==> src/rtl/decode_rp_pkg.sv <==
// rtl/decode_rp_pkg.sv - shared state encoding, mode constants and per-level parameter tables
`ifndef RP_DEPTH
`define RP_DEPTH 10
`endif
`ifndef RP_D_SIZE
`define RP_D_SIZE 14
`endif
`ifndef RP_INV_SIZE
`define RP_INV_SIZE 16
`endif
`ifndef OUT_DEPTH
`define OUT_DEPTH 10
`endif

package decode_rp_pkg;

  localparam int NLVL  = 11;
  localparam int DRAIN = 4;
  localparam int CNT_W = 3;
  localparam int RD_W  = `RP_DEPTH;
  localparam int D_W   = `RP_D_SIZE;
  localparam int INV_W = `RP_INV_SIZE;
  localparam int OUT_W = `OUT_DEPTH;

  localparam logic MODE_CT = 1'b0;
  localparam logic MODE_PK = 1'b1;

  typedef enum logic [2:0] {S_IDLE, S_START, S_RUN, S_DRAIN, S_ACK} state_e;

  typedef struct packed {
    logic [4:0]       state_max;
    logic [RD_W-2:0]  r_max;
    logic [RD_W-2:0]  ri_offset;
    logic [RD_W-2:0]  ro_offset;
    logic [RD_W-1:0]  ro_max;
    logic [D_W-1:0]   m0;
    logic [INV_W-1:0] m0inv;
    logic [1:0]       outs1;
    logic [1:0]       outsl;
    logic [1:0]       outsl_first;
    logic [1:0]       r_s1;
    logic [1:0]       r_sl;
    logic [OUT_W-1:0] outoffset;
  } param_t;

  // Row 0 is the ciphertext (CT) mode, row 1 the public-key (PK) mode.
  localparam logic [RD_W-2:0] R_MAX_T [2][NLVL] = '{
    '{380, 190, 95, 47, 23, 11, 5, 2, 1, 1, 0},
    '{400, 200, 100, 50, 25, 12, 6, 3, 1, 1, 0}};
  localparam logic [RD_W-2:0] RI_OFF_T [2][NLVL] = '{
    '{0, 32, 64, 96, 128, 160, 192, 224, 256, 288, 320},
    '{0, 40, 80, 120, 160, 200, 240, 280, 320, 360, 400}};
  localparam logic [1:0] OUTS1_T [2][NLVL] = '{
    '{1, 1, 1, 1, 1, 1, 1, 2, 2, 2, 2},
    '{2, 2, 2, 2, 1, 1, 1, 1, 1, 1, 3}};
  localparam logic [1:0] OUTSL_T [2][NLVL] = '{
    '{2, 2, 1, 1, 1, 1, 1, 1, 1, 1, 3},
    '{1, 2, 1, 2, 1, 2, 1, 2, 1, 2, 0}};
  localparam logic [OUT_W-1:0] OUTOFF_T [2][NLVL] = '{
    '{0, 50, 100, 150, 200, 250, 300, 350, 400, 450, 500},
    '{0, 60, 120, 180, 240, 300, 360, 420, 480, 540, 600}};
  localparam logic [RD_W-2:0] RO_OFF_T [2][NLVL] = '{
    '{10, 20, 30, 40, 50, 60, 70, 80, 90, 100, 110},
    '{5, 15, 25, 35, 45, 55, 65, 75, 85, 95, 105}};
  localparam logic [1:0] R_S1_T [2][NLVL] = '{
    '{0, 1, 2, 3, 0, 1, 2, 3, 0, 1, 2},
    '{3, 2, 1, 0, 3, 2, 1, 0, 3, 2, 1}};
  localparam logic [1:0] R_SL_T [2][NLVL] = '{
    '{1, 1, 1, 1, 1, 1, 1, 1, 2, 2, 3},
    '{2, 2, 2, 2, 1, 1, 1, 1, 1, 3, 0}};
  localparam logic [D_W-1:0] M0_T [2][NLVL] = '{
    '{4591, 322, 406, 644, 1621, 10265, 1608, 11550, 1557, 2352, 9157},
    '{4621, 1542, 2310, 3465, 5197, 7796, 11694, 1052, 1578, 2367, 3551}};
  localparam logic [INV_W-1:0] M0INV_T [2][NLVL] = '{
    '{3654, 52101, 41321, 26050, 10349, 1634, 10433, 1452, 10772, 7133, 1832},
    '{3630, 10879, 7262, 4841, 3227, 2152, 1434, 15947, 10632, 7088, 4724}};

  function automatic logic [4:0] state_max_f(input logic m);
    return m ? 5'd9 : 5'd10;
  endfunction

  function automatic logic [RD_W-1:0] ro_max_f(input logic m);
    return m ? RD_W'(857) : RD_W'(761);
  endfunction

  function automatic logic [1:0] outsl_first_f(input logic m);
    return m ? 2'd2 : 2'd1;
  endfunction

  // Indices past the last level (the decoder parks at 31 when done) read the last entry.
  function automatic logic [3:0] clamp_idx(input logic m, input logic [4:0] idx);
    logic [4:0] c;
    c = (idx > state_max_f(m)) ? state_max_f(m) : idx;
    return c[3:0];
  endfunction

  function automatic logic [RD_W-2:0] r_max_f(input logic m, input logic [3:0] i); return R_MAX_T[m][i]; endfunction
  function automatic logic [RD_W-2:0] ri_offset_f(input logic m, input logic [3:0] i); return RI_OFF_T[m][i]; endfunction
  function automatic logic [1:0] outs1_f(input logic m, input logic [3:0] i); return OUTS1_T[m][i]; endfunction
  function automatic logic [1:0] outsl_f(input logic m, input logic [3:0] i); return OUTSL_T[m][i]; endfunction
  function automatic logic [OUT_W-1:0] outoffset_f(input logic m, input logic [3:0] i); return OUTOFF_T[m][i]; endfunction
  function automatic logic [RD_W-2:0] ro_offset_f(input logic m, input logic [3:0] i); return RO_OFF_T[m][i]; endfunction
  function automatic logic [1:0] r_s1_f(input logic m, input logic [3:0] i); return R_S1_T[m][i]; endfunction
  function automatic logic [1:0] r_sl_f(input logic m, input logic [3:0] i); return R_SL_T[m][i]; endfunction
  function automatic logic [D_W-1:0] m0_f(input logic m, input logic [3:0] i); return M0_T[m][i]; endfunction
  function automatic logic [INV_W-1:0] m0inv_f(input logic m, input logic [3:0] i); return M0INV_T[m][i]; endfunction

endpackage

==> src/rtl/decode_rp_param_rom.sv <==
// rtl/decode_rp_param_rom.sv - combinational per-level parameter lookup for the R/q decoder
module decode_rp_param_rom
  import decode_rp_pkg::*;
(
  input  logic       mode_i,
  input  logic [4:0] l_idx_i,
  input  logic [4:0] s_idx_i,
  output param_t     param_o
);

  logic [3:0] l_c;
  logic [3:0] s_c;

  always_comb begin
    l_c     = clamp_idx(mode_i, l_idx_i);
    s_c     = clamp_idx(mode_i, s_idx_i);
    param_o = '0;
    param_o.state_max   = state_max_f(mode_i);
    param_o.ro_max      = ro_max_f(mode_i);
    param_o.outsl_first = outsl_first_f(mode_i);
    param_o.r_max       = r_max_f(mode_i, l_c);
    param_o.ri_offset   = ri_offset_f(mode_i, l_c);
    param_o.outs1       = outs1_f(mode_i, l_c);
    param_o.outsl       = outsl_f(mode_i, l_c);
    param_o.outoffset   = outoffset_f(mode_i, l_c);
    // The short side trails the long side by three pipeline stages, hence its own index.
    param_o.ro_offset   = ro_offset_f(mode_i, s_c);
    param_o.r_s1        = r_s1_f(mode_i, s_c);
    param_o.r_sl        = r_sl_f(mode_i, s_c);
    param_o.m0          = m0_f(mode_i, s_c);
    param_o.m0inv       = m0inv_f(mode_i, s_c);
  end

endmodule

==> src/rtl/decode_rp_ctrl.sv <==
// rtl/decode_rp_ctrl.sv - round-robin sequencer for the shared R/q decoder; DECODE_RP_CTRL_WDOG_EN adds a RUN watchdog and err
module decode_rp_ctrl
  import decode_rp_pkg::*;
(
  input  logic              clk,
  input  logic              rst_n,
  input  logic [1:0]        req,
  output logic [1:0]        ack,
`ifdef DECODE_RP_CTRL_WDOG_EN
  output logic              err,
`endif
  output logic              busy,
  output logic              dec_start,
  input  logic              dec_done,
  input  logic [4:0]        dec_state_l,
  input  logic [4:0]        dec_state_s,
  output logic [4:0]        state_max,
  output logic [RD_W-2:0]   param_r_max,
  output logic [RD_W-2:0]   param_ri_offset,
  output logic [RD_W-2:0]   param_ro_offset,
  output logic [RD_W-1:0]   param_ro_max,
  output logic [D_W-1:0]    param_m0,
  output logic [INV_W-1:0]  param_m0inv,
  output logic [1:0]        param_outs1,
  output logic [1:0]        param_outsl,
  output logic [1:0]        param_outsl_first,
  output logic [1:0]        param_r_s1,
  output logic [1:0]        param_r_sl,
  output logic [OUT_W-1:0]  param_outoffset,
  output logic              mode
);

  state_e           state_q, state_d;
  logic             mode_q, mode_d;
  logic             rr_q, rr_d;
  logic [CNT_W-1:0] cnt_q, cnt_d;
`ifdef DECODE_RP_CTRL_WDOG_EN
  logic [15:0]      wdog_q, wdog_d;
  logic             err_q, err_d;
`endif
  param_t           param;

  always_ff @(posedge clk or negedge rst_n) begin
    if (!rst_n) begin
      state_q <= S_IDLE;
      mode_q  <= MODE_CT;
      rr_q    <= 1'b0;
      cnt_q   <= '0;
`ifdef DECODE_RP_CTRL_WDOG_EN
      wdog_q  <= '0;
      err_q   <= 1'b0;
`endif
    end else begin
      state_q <= state_d;
      mode_q  <= mode_d;
      rr_q    <= rr_d;
      cnt_q   <= cnt_d;
`ifdef DECODE_RP_CTRL_WDOG_EN
      wdog_q  <= wdog_d;
      err_q   <= err_d;
`endif
    end
  end

  // cnt_q is reused: START length, first-RUN-cycle guard, then DRAIN countdown.
  always_comb begin
    state_d = state_q;
    mode_d  = mode_q;
    rr_d    = rr_q;
    cnt_d   = cnt_q;
`ifdef DECODE_RP_CTRL_WDOG_EN
    wdog_d  = wdog_q;
    err_d   = err_q;
`endif
    unique case (state_q)
      S_IDLE: begin
        if (req != 2'b00) begin
          mode_d  = (req == 2'b11) ? rr_q : req[1];
          cnt_d   = CNT_W'(1);
          state_d = S_START;
`ifdef DECODE_RP_CTRL_WDOG_EN
          wdog_d  = '0;
          err_d   = 1'b0;
`endif
        end
      end
      S_START: begin
        if (cnt_q == '0) begin
          cnt_d   = CNT_W'(1);
          state_d = S_RUN;
        end else begin
          cnt_d = cnt_q - CNT_W'(1);
        end
      end
      S_RUN: begin
`ifdef DECODE_RP_CTRL_WDOG_EN
        wdog_d = wdog_q + 16'd1;
`endif
        if (cnt_q != '0) begin
          cnt_d = '0;
        end else if (dec_done) begin
          cnt_d   = CNT_W'(DRAIN - 1);
          state_d = S_DRAIN;
        end
`ifdef DECODE_RP_CTRL_WDOG_EN
        else if (wdog_d == 16'hFFFF) begin
          err_d   = 1'b1;
          state_d = S_ACK;
        end
`endif
      end
      S_DRAIN: begin
        if (cnt_q == '0) state_d = S_ACK;
        else cnt_d = cnt_q - CNT_W'(1);
      end
      S_ACK: begin
        rr_d    = ~mode_q;
        state_d = S_IDLE;
      end
      default: state_d = S_IDLE;
    endcase
  end

  assign dec_start = (state_q == S_START);
  assign busy      = (state_q == S_START) || (state_q == S_RUN) || (state_q == S_DRAIN);
  assign ack       = (state_q != S_ACK) ? 2'b00 : (mode_q ? 2'b10 : 2'b01);
  assign mode      = mode_q;
`ifdef DECODE_RP_CTRL_WDOG_EN
  assign err       = (state_q == S_ACK) && err_q;
`endif

  decode_rp_param_rom u_rom (
    .mode_i  (mode_q),
    .l_idx_i (dec_state_l),
    .s_idx_i (dec_state_s),
    .param_o (param)
  );

  assign state_max         = param.state_max;
  assign param_r_max       = param.r_max;
  assign param_ri_offset   = param.ri_offset;
  assign param_ro_offset   = param.ro_offset;
  assign param_ro_max      = param.ro_max;
  assign param_m0          = param.m0;
  assign param_m0inv       = param.m0inv;
  assign param_outs1       = param.outs1;
  assign param_outsl       = param.outsl;
  assign param_outsl_first = param.outsl_first;
  assign param_r_s1        = param.r_s1;
  assign param_r_sl        = param.r_sl;
  assign param_outoffset   = param.outoffset;

endmodule
==> config.mk <==
export PLATFORM = sky130hd
export DESIGN_NAME = decode_rp_ctrl
export DESIGN_NICKNAME = d
export VERILOG_FILES = /design/src/rtl/decode_rp_pkg.sv /design/src/rtl/decode_rp_param_rom.sv /design/src/rtl/decode_rp_ctrl.sv
export SDC_FILE = /design/constraint.sdc
export NUM_CORES = 1
export LEC_CHECK = 0
export CORE_MARGIN = 2
export CORE_UTILIZATION = 35
export CTS_CLUSTER_SIZE = 16
export DETAILED_ROUTE_END_ITERATION = 8
export DONT_BUFFER_PORTS = 1
export GPL_ROUTABILITY_DRIVEN = 0
export PLACE_DENSITY = 0.46
export SLEW_MARGIN = 20
export SYNTH_ARGS = -nofsm -noshare
export SYNTH_HDL_FRONTEND = slang
export SYNTH_HIERARCHICAL = 1
export SYNTH_SLANG_ARGS = --single-unit
==> constraint.sdc <==
create_clock -name clk -period 7.2 [get_ports clk]
set_input_delay 0.72 -clock clk [delete_from_list [all_inputs] [get_ports clk]]
set_output_delay 0.72 -clock clk [all_outputs]
set_load 0.01 [all_outputs]
# Word level (Yosys, flattened, before mapping)
# Cells that the tools add are included.
op_classes:
  n_addsub: 1
  n_mul: 0
  div: 0
  magnitude_cmp: 5
  n_eq_ne: 13
  shift: 0
  muxes: 77
  n_bitwise: 4
  reduce_logical: 10
ops:
  columns: ["cell", "count"]
  rows:
  - ["$mux W99", 6]
  - ["$mux W176", 2]
  - ["$mux W154", 2]
  - ["$mux W22", 12]
  - ["$mux W110", 2]
  - ["$mux W94", 2]
  - ["$mux W167", 1]
  - ["$mux W150", 1]
  - ["$bmux W9 S4", 3]
  - ["$mux W98", 1]
  - ["$mux W85", 1]
  - ["$bmux W16 S4", 1]
  - ["$mux W9", 7]
  - ["$bmux W14 S4", 1]
  - ["$bmux W10 S4", 1]
  - ["$bmux W2 S4", 4]
  - ["$mux W16", 2]
  - ["$mux W14", 2]
  - ["$mux W3", 8]
  - ["$pmux W3 S4", 2]
  - ["$mux W2", 11]
  - ["$mux W10", 2]
  - ["$ge A5 B5 Y1 const B", 2]
  - ["$gt A5 B4 Y1", 2]
  - ["22 further kinds", 32]
word_totals:
  reg_bits: 8
  latchBits: 0
  ram_bits: 0
  mem_bits_ro: 0
  out_inout_bits: 97
  wordCells: 114
  n_memories: 0

# Longest topological paths before layout
# Gate-level depths: netlist (run 1).
logic_depth:
  ltp_word: 7
  ltp_mapped: 16
  mapped_depth_nobuf: 14

# Hierarchy
# The synthesis (run 1) kept the hierarchy.
modules_own_cells:
  columns: ["module", "instances", "cells_per_inst", "area_per_inst_um2"]
  rows:
  - ["decode_rp_param_rom", 1, 447, 2650.0]
  - ["decode_rp_ctrl", 1, 53, 539.3]

# Worst setup path after synthesis (run 1)
# Ideal clock, no wire load.
synth_timing:
  kind: "reg2out"
  start: "register mode_q, in the netlist mode"
  end: "output param_m0inv[10]"
  arrival_ns: 3.207
  t_required_ns: 6.480
  path_slack_ns: 3.273
  stages_incl_launch_ff: 15
  path_buffers: 2
  path_cell_list: "dfrtp_1 > ha_1 > nand3b_4 > a21oi_2 > or2_1 > buf_4 > nand2_2 > nand2_1 > ha_1 > clkbuf_1 > inv_1 > nor2_1 > a21oi_1 > a222oi_1 > o21ai_0"
synth_between:
  elab_chain_cells: 7
  elab_cells_between_ends: 11
synth_rtl:
  columns: ["element", "line_no", "source"]
  rows:
  - ["start, declared", "decode_rp_ctrl.sv:34", "logic mode_q, mode_d;"]
  - ["start signal, assigned", "decode_rp_ctrl.sv:55", "mode_q <= mode_d;"]
  - ["$mux W2 / $not A1 Y2 (equally long branches)", "decode_rp_pkg.sv:79, decode_rp_pkg.sv:106", null]
  - ["$gt A5 B4 Y1 / $mux W167 (equally long branches)", "decode_rp_pkg.sv:93, decode_rp_pkg.sv:106", null]
  - ["$mux W4 / $mux W176 (equally long branches)", "decode_rp_pkg.sv:93, decode_rp_pkg.sv:106", null]
  - ["$not A4 Y5 (implied by the code) / $mux W176 (equally long branches)", "decode_rp_pkg.sv:106", "function automatic logic [INV_W-1:0] m0inv_f(input logic m, input logic [3:0] i); return M0INV_T[m][i]; endfun ..."]
  - ["$bmux W16 S4 (*)", "decode_rp_pkg.sv:106", null]
  - ["$mux W16 (implied by the code) (*) (2 in a row)", "decode_rp_pkg.sv:106", null]
  - ["end, declared", "decode_rp_ctrl.sv:23", "output logic [INV_W-1:0] param_m0inv,"]
# Mark *: on every way between the ends. The rest lies on a longest branch, timed or not. The select of a mux whose other input is x is not followed.

# Final worst setup path (run 1)
# Ends and elaborated chain as after synthesis.

==> results of run 1 <==
through the flow:
step | total power (W) | cells | instance area, sq um | hold WS (ps)
floorplan | 0.001036 | 514 | 3242 | 424.4
global placement | 0.001222 | 559 | 3024 | 424.6
detailed placement | 0.001223 | 559 | 3024 | 424.6
CTS | 0.001286 | 563 | 3069 | 177.9
global route | 0.001424 | 563 | 3069 | 168.6
finish | 0.001296 | 563 | 3069 | 188.0
report_power, final:
| part | leakage (nW) | internal (W) | switching [W] | total, W |
|---|---|---|---|---|
| logic | 1.16 | 0.000361 | 0.000757 | 0.00112 |
| registers | 0.0984 | 0.0000657 | 0.0000574 | 0.000123 |
| clock network | 0.0228 | 0.0000383 | 0.0000173 | 0.0000557 |
| total | 1.28 | 0.000465 | 0.000831 | 0.00130 |
cell families (layout without fill, tap and decap cells):
kind of cell             Yosys count  count (layout)  share of synthesized area, %
AO/OA/AOI/OAI                    185             185                         37.82
XOR/XNOR                           3               3                        0.8240
adder cells (fa/ha/maj)           28              28                         10.98
buffers and inverters             84              25                         14.01
flip-flops                         8               8                         6.277
multiplexers                       9               9                         2.982
other                              2              16                        0.2355
AND/OR/NAND/NOR                  181             181                         26.87
placed cells by master, fill, tap and decap left out, drive strengths merged, types with 3 or more instances in the layout:
cell type,netlist,layout
a21oi,55,55
o22ai,15,15
and3,3,3
dfrtp,8,8
a211oi,6,6
mux2i,8,8
o32ai,6,6
conb,2,16
nor3,11,11
nand2,64,64
a221o,3,3
a21o,8,8
clkbuf,30,4
or2,6,6
nand3,12,12
o311ai,6,6
o21ai,41,41
ha,28,28
and2,5,5
buf,36,3
a31oi,13,13
a22oi,4,4
nand2b,6,6
nand3b,3,3
inv,17,17
a21boi,3,3
nor2,58,58
nor2b,5,5
critical path, cell delays in order, from the launching register on:
cell and delay [ps]:
dfrtp_2 760, buf_4 390, ha_1 320, nor2b_4 160, nor4_2 240, or2_1 400, nand2_2 120, nand2_1 230
ha_1 440, inv_1 240, nor2_1 170, a21oi_1 70, a222oi_1 300, o21ai_0 210
state kept, by name, indices dropped and copies added (netlist names):
| register | count |
|---|---|
| mode | 1 |
| cnt_q | 3 |
| state_q | 3 |
| rr_q | 1 |
layout make-up:
cell class | count | area (sq um)
Tap cell | 108 | 135.1
Multi-Input combinational cell | 422 | 2597
Timing Repair Buffer | 3 | 22.52
Fill cell | 976 | 5694
Inverter | 18 | 67.56
Clock buffer | 4 | 45.04
Sequential cell | 8 | 201.4
how the worst max path moves through the flow:
stage	start	to	slack, ps	cells past startpoint
2_1_floorplan	mode	param_m0inv[10]	3270	14
3_3_place_gp	mode	param_m0inv[10]	2500	13
3_5_place_dp	mode	param_m0inv[10]	2490	13
4_1_cts	mode	param_m0inv[10]	2250	13
5_1_grt	mode	param_m0inv[10]	1830	13
6_report	mode	param_m0inv[10]	2190	13
layer usage:
layer / vias up / track usage (%)
li1: 1683 / -
met1: 1678 / 29.05
met2: 205 / 38.25
met3: 24 / 4.216
met4: 0 / 5.269
met5: - / 0
==> metrics.md, run 1 <==
| Metric | Value |
|---|---|
| Status | `finished clean` |
| CTS tree | `done` |
| Initial Utilization | `36.39%` |
| Pre-CTS WS | `2493 ps` |
| Vias in the first global route | `3310` |
| I/O pins | `112` |
| Mapped Area | `3189 sq um` |
| Layout Nets | `499` |
| Top cell type's share of synthesized area | `10.98%` |
| CTS sink count | `8` |
| IO buf count | `0` |
| Most common cell in the netlist | `nand2_1` |
| Hold Vio Cnt, Final | `0` |
| Leakage Power | `1.281 nW` |
| Fin util | `35.02%` |
| Synth top area cells | `ha_1 (11%), a21oi_1 (8.5%), nand2_1 (7.4%)` |
| Ys Warns | `6` |
| Worst EP required | `6480 ps` |
| WL met2 | `5477 microns` |
| Core outline area | `8763 sq um` |
| Fmax | `0.1998 GHz` |
| Slew headroom | `43.14%` |
| First-pass GRT wire length | `18310 microns` |
| Synth unique cells | `75` |
| RSZ-0062 raised after global routing | `false` |
| Post-CTS Setup Inserts | `0` |
| Length in cells of the worst reg-to-reg path | `6` |
| Latest clock arrival within the worst-skew pair | `230 ps` |
| Wirelength per Cell | `20.54 microns` |
| Worst setup SP type | `flip-flop` |
| Max Slew Vio Count | `0` |
| FF-to-FF Start | `cnt_q[0]` |
| Crit. End Element | `output port` |
| Post-route DRC violation count | `0` |
| Period utilization | `69.53%` |
| Worst EP arrival | `4290 ps` |
| Gate Count Post-Synth | `500` |
| Clock buffer depth | `2` |
| Num rows | `34` |
| Pwr Density | `422.3 nW/um^2` |
| Async set or reset register ratio after synthesis | `100.0%` |
| Wl on met1 | `4720 microns` |
| Min setup slack post-route | `2194 ps` |
| Mean Syn Cell Area | `6.379 sq um` |
| Met3 Wirelength | `1124 microns` |
| Clk_skew | `0.7631 ps` |
| Main synth FF type | `dfrtp_1` |
| TritonRoute pass-1 iters | `5` |
| Final min period | `5006 ps` |
| Die Span X | `99.46 microns` |
| Layout cells sized above 1 | `6.813%` |
| Post-DP HPWL | `8235 microns` |
| CTS resizes | `0` |
| Hold buffer count at CTS | `0` |
| Antenna violations before repair | `0` |
| Fin Setup TNS | `0 ps` |
| Reg2reg setup slack | `5620 ps` |
| Vias per inst | `6.377` |
| Die boundary height | `99.46 microns` |
| N_diodes | `0` |
| Top cells by count, synth | `nand2_1 (63), nor2_1 (57), a21oi_1 (54)` |
| Largest net degree at the start of global routing | `34` |
| CTS buffer count | `3` |
| Least-Margin Pin Slew | `842.1 ps` |
| Register area share after synthesis | `6.277%` |
| Area Overhead vs Synth | `-3.766%` |
| Max-cap viol count | `0` |
| Post-synth EDFFs | `0` |
| Hold Crit Class | `in -> async` |
| Total Routed Length | `11570 microns` |
| Critical path fanouts, max | `27` |
| Die ar. | `9892 sq um` |
| GRT overflow | `0` |
| CTS root buffer | `clkbuf_8` |
| Routed Antenna Nets | `0` |
| Overall routing resource usage | `22.35%` |
| Post-synth top area cell | `ha_1` |
| Highest metal used | `met4` |
| Final setup fails | `0` |
| Total number of vias | `3590` |
| VDD IR-drop max | `0.1457 mV` |
| H-tree Lvls | `1` |
| Clock-pin transition on the worst setup and hold timing paths | `40 ps` |
| Reg2reg end | `cnt_q[1]` |
| Setup CP Type | `reg -> out` |
| Drt initial violations | `271` |
| Seq cells post-synth | `8` |
Power figures use the tool's default switching activity.
==> run 2, diff against run 1 <==
- PLACE_DENSITY: 0.46 -> 0.48
- clock period: 7.2 -> 4.1 ns (I/O delays scaled with it)
==> metrics.md, run 2 (synthesis results as in run 1) <==
| Metric | Value |
|---|---|
| Clock-pin transition on the worst setup and hold timing paths | `40 ps (about the same)` |
| Worst EP arrival | `3460 ps (was 4290 ps)` |
| I/O pins | `112 (unchanged)` |
| TritonRoute pass-1 iters | `5 (unchanged)` |
| N_diodes | `0 (unchanged)` |
| Post-DP HPWL | `8184 microns (was 8235 microns)` |
| Fmax | `0.2583 GHz` |
| Pint | `0.0008534 W (was 0.0004647 W)` |
| Fin Hold WS | `292.9 ps (was 188.0 ps)` |
| Clk_skew | `2.208 ps (was 0.7631 ps)` |
| Core outline area | `8763 sq um (unchanged)` |
| NetSw | `0.001466 W (was 0.0008314 W)` |
| CP max-delay cell | `dfrtp_2 (unchanged)` |
| GRT overflow | `0 (unchanged)` |
| CTS buffer count | `3 (unchanged)` |
| Worst EP required | `3690 ps (was 6480 ps)` |
| Crit. End Element | `output port (unchanged)` |
| FF-to-FF Start | `cnt_q[0] (unchanged)` |
| Num rows | `34 (unchanged)` |
| Cell Area, Placed | `3062 sq um (was 3024 sq um)` |
| Die ar. | `9892 sq um (unchanged)` |
| Initial Utilization | `36.39% (unchanged)` |
| Largest regs | `cnt_q x3, state_q x3 (unchanged)` |
| Antenna violations before repair | `0 (unchanged)` |
| Drt initial violations | `209 (was 271)` |
| Final setup fails | `0 (unchanged)` |
| Vias per inst | `6.323 (was 6.377)` |
| RSZ-0062 raised after global routing | `false (unchanged)` |
| Overall routing resource usage | `21.99% (was 22.35%)` |
| CTS sink count | `8 (unchanged)` |
| Die Span X | `99.46 microns (unchanged)` |
| Layout cells sized above 1 | `8.460% (was 6.813%)` |
| CTS root buffer | `clkbuf_8 (unchanged)` |
| Pwr Density | `742.4 nW/um^2 (was 422.3 nW/um^2)` |
| H-tree Lvls | `1 (unchanged)` |
| Slowest stage delay, CP | `510 ps (was 760 ps)` |
| Final min period | `3871 ps` |
| Most frequent cells in the layout | `nand2_1 (63), nor2_1 (56), a21oi_1 (54), o21ai_0 (38), ha_1 (25) (was nand2_1 (63), nor2_1 (56), a21oi_1 (54), o21ai_0 (38), ha_1 (28))` |
| Slew headroom | `43.12% (was 43.14%)` |
| Routed Antenna Nets | `0 (unchanged)` |
| Logic pwr share | `87.6% (was 86.2%)` |
| Period utilization | `94.42%` |
| Least-Margin Pin Slew | `842.4 ps (was 842.1 ps)` |
| VDD IR-drop max | `0.2536 mV (was 0.1457 mV)` |
| Latest clock arrival within the worst-skew pair | `230 ps (about the same)` |
| Clock Power Share | `4.3% (about the same)` |
| Hold Crit Class | `in -> reg (was in -> async)` |
| CP Launch Point | `mode (unchanged)` |
| Max Slew Vio Count | `0 (unchanged)` |
| Worst setup SP type | `flip-flop (unchanged)` |
| Critical path fanouts, max | `15 (was 27)` |
| WL met2 | `5562 microns (was 5477 microns)` |
| Total number of vias | `3598 (was 3590)` |
| Fill cells | `988 (was 976)` |
| Vias in the first global route | `3313 (was 3310)` |
| Fin Setup TNS | `0 ps (unchanged)` |
| Highest metal used | `met4 (unchanged)` |
| Clock buffer depth | `2 (unchanged)` |
| CTS tree | `done (unchanged)` |
| Met3 Wirelength | `1004 microns (was 1124 microns)` |
| Layout Nets | `505 (was 499)` |
| Final Cell Area | `3124 sq um (was 3069 sq um)` |
| First-pass GRT wire length | `18220 microns (was 18310 microns)` |
| Sequential share of power | `8.1% (was 9.5%)` |
| Commonest non-fill, non-tap cell in the layout | `nand2_1 (unchanged)` |
| Leakage Power | `1.305 nW (was 1.281 nW)` |
| Die boundary height | `99.46 microns (unchanged)` |
| Area Overhead vs Synth | `-2.040% (was -3.766%)` |
| Setup CP Type | `reg -> out (unchanged)` |
| Net Sw Frac | `63.21% (was 64.15%)` |
| Wirelength per Cell | `20.08 microns (was 20.54 microns)` |
| Post-route DRC violation count | `0 (unchanged)` |
| Status | `finished clean (unchanged)` |
| Wl on met1 | `4796 microns (was 4720 microns)` |
| Crit path buf inv count | `2 (unchanged)` |
| Hold Crit Start | `req[0]` |
| Largest net degree at the start of global routing | `37 (was 34)` |
| Critical path's top delay family | `simple AND/OR/NAND/NOR gates (unchanged)` |
| Hold Vio Cnt, Final | `0 (unchanged)` |
| Cell chain of the critical path | `ha_1, nor2b_4, nor4_2, nor2_1, nand2_1, nand2_1, inv_1, ha_2, inv_1, o41ai_1, a2bb2oi_1, o211ai_1 (was buf_4, ha_1, nor2b_4, nor4_2, or2_1, nand2_2, nand2_1, ha_1, inv_1, nor2_1, a21oi_1, a222oi_1, o21ai_0)` |
| IO buf count | `0 (unchanged)` |
| Total Routed Length | `11420 microns (was 11570 microns)` |
| Max-cap viol count | `0 (unchanged)` |
[run 2: cell types whose count changed in the layout (fill, tap and decap cells not counted)]
cell | before | now
buf_4 | 3 | 8
ha_1 | 28 | 25
ha_2 | 0 | 3
dlygate4sd3_1 | 0 | 1
[run 2: worst reg2reg max path, stage by stage (launching register included)]
cell and delay, ps:
dfrtp_1 380, inv_1 120, ha_1 210, nor2b_4 250, nand2_1 110, a221o_1 310
mux2i_1 130
[run 2: path summary, 6_finish.rpt]
| kind | to | slack, ps | cells after the start |
|---|---|---|---|
| min in group asynchronous | state_q[1] | 540 | 1 |
| worst min-delay path | mode | 290 | 1 |
| worst min register to register | rr_q | 480 | 1 |
| worst max-delay path | param_m0[9] | 230 | 12 |
| max in group asynchronous | mode | 3260 | 1 |
| worst max register to register | cnt_q[1] | 2520 | 6 |
[run 2: area by class of cell]
cell class	count	area, sq um	share of cell area, %
well taps	108	135.1	4.325
repair buffers	9	70.07	2.243
flip-flops and latches	8	201.4	6.448
inverters	18	67.56	2.163
clock buffers	4	45.04	1.442
multi-input cells	422	2605	83.38
[run 2: layer usage]
metal  global-route usage [%]  vias up
li1                         -     1685
met1                    30.53     1719
met2                    38.10      188
met3                    1.687        6
met4                    3.161        0
met5                        0        -
[run 2: metrics by stage]
| step | std cells | setup WS [ps] | total power, W | util, % |
|---|---|---|---|---|
| global route | 569 | 1.694 | 0.002528 | 35.65 |
| global placement | 564 | 507.4 | 0.002168 | 34.94 |
| detailed placement | 564 | 469.5 | 0.002170 | 34.94 |
| CTS | 569 | 201.3 | 0.002281 | 35.57 |
| finish | 569 | 228.6 | 0.002319 | 35.65 |
| floorplan | 514 | 482.8 | 0.001820 | - |
[run 2: power groups by stage]
stage | logic [W] | registers [W] | clock network (W)
CTS | 0.00199 | 0.000188 | 0.000102
floorplan | 0.00166 | 0.000157 | 0
global route | 0.00222 | 0.000199 | 0.000109
finish | 0.00203 | 0.000188 | 0.0000996
global placement | 0.00198 | 0.000187 | 0
detailed placement | 0.00198 | 0.000189 | 0
[run 2: what timing repair did]
item,4_1_cts,5_1_grt
setup buffers,0,0
resized for setup,0,3
hold buffers,1,0
endpoints found under the setup margin,0,8
endpoints found under the hold margin,8,0
==> run 3, diff against run 2 <==
- SLEW_MARGIN: 20 -> 15
==> results of run 3 <==
No change in the layout: final DEF, timing and power equal those of run 2.
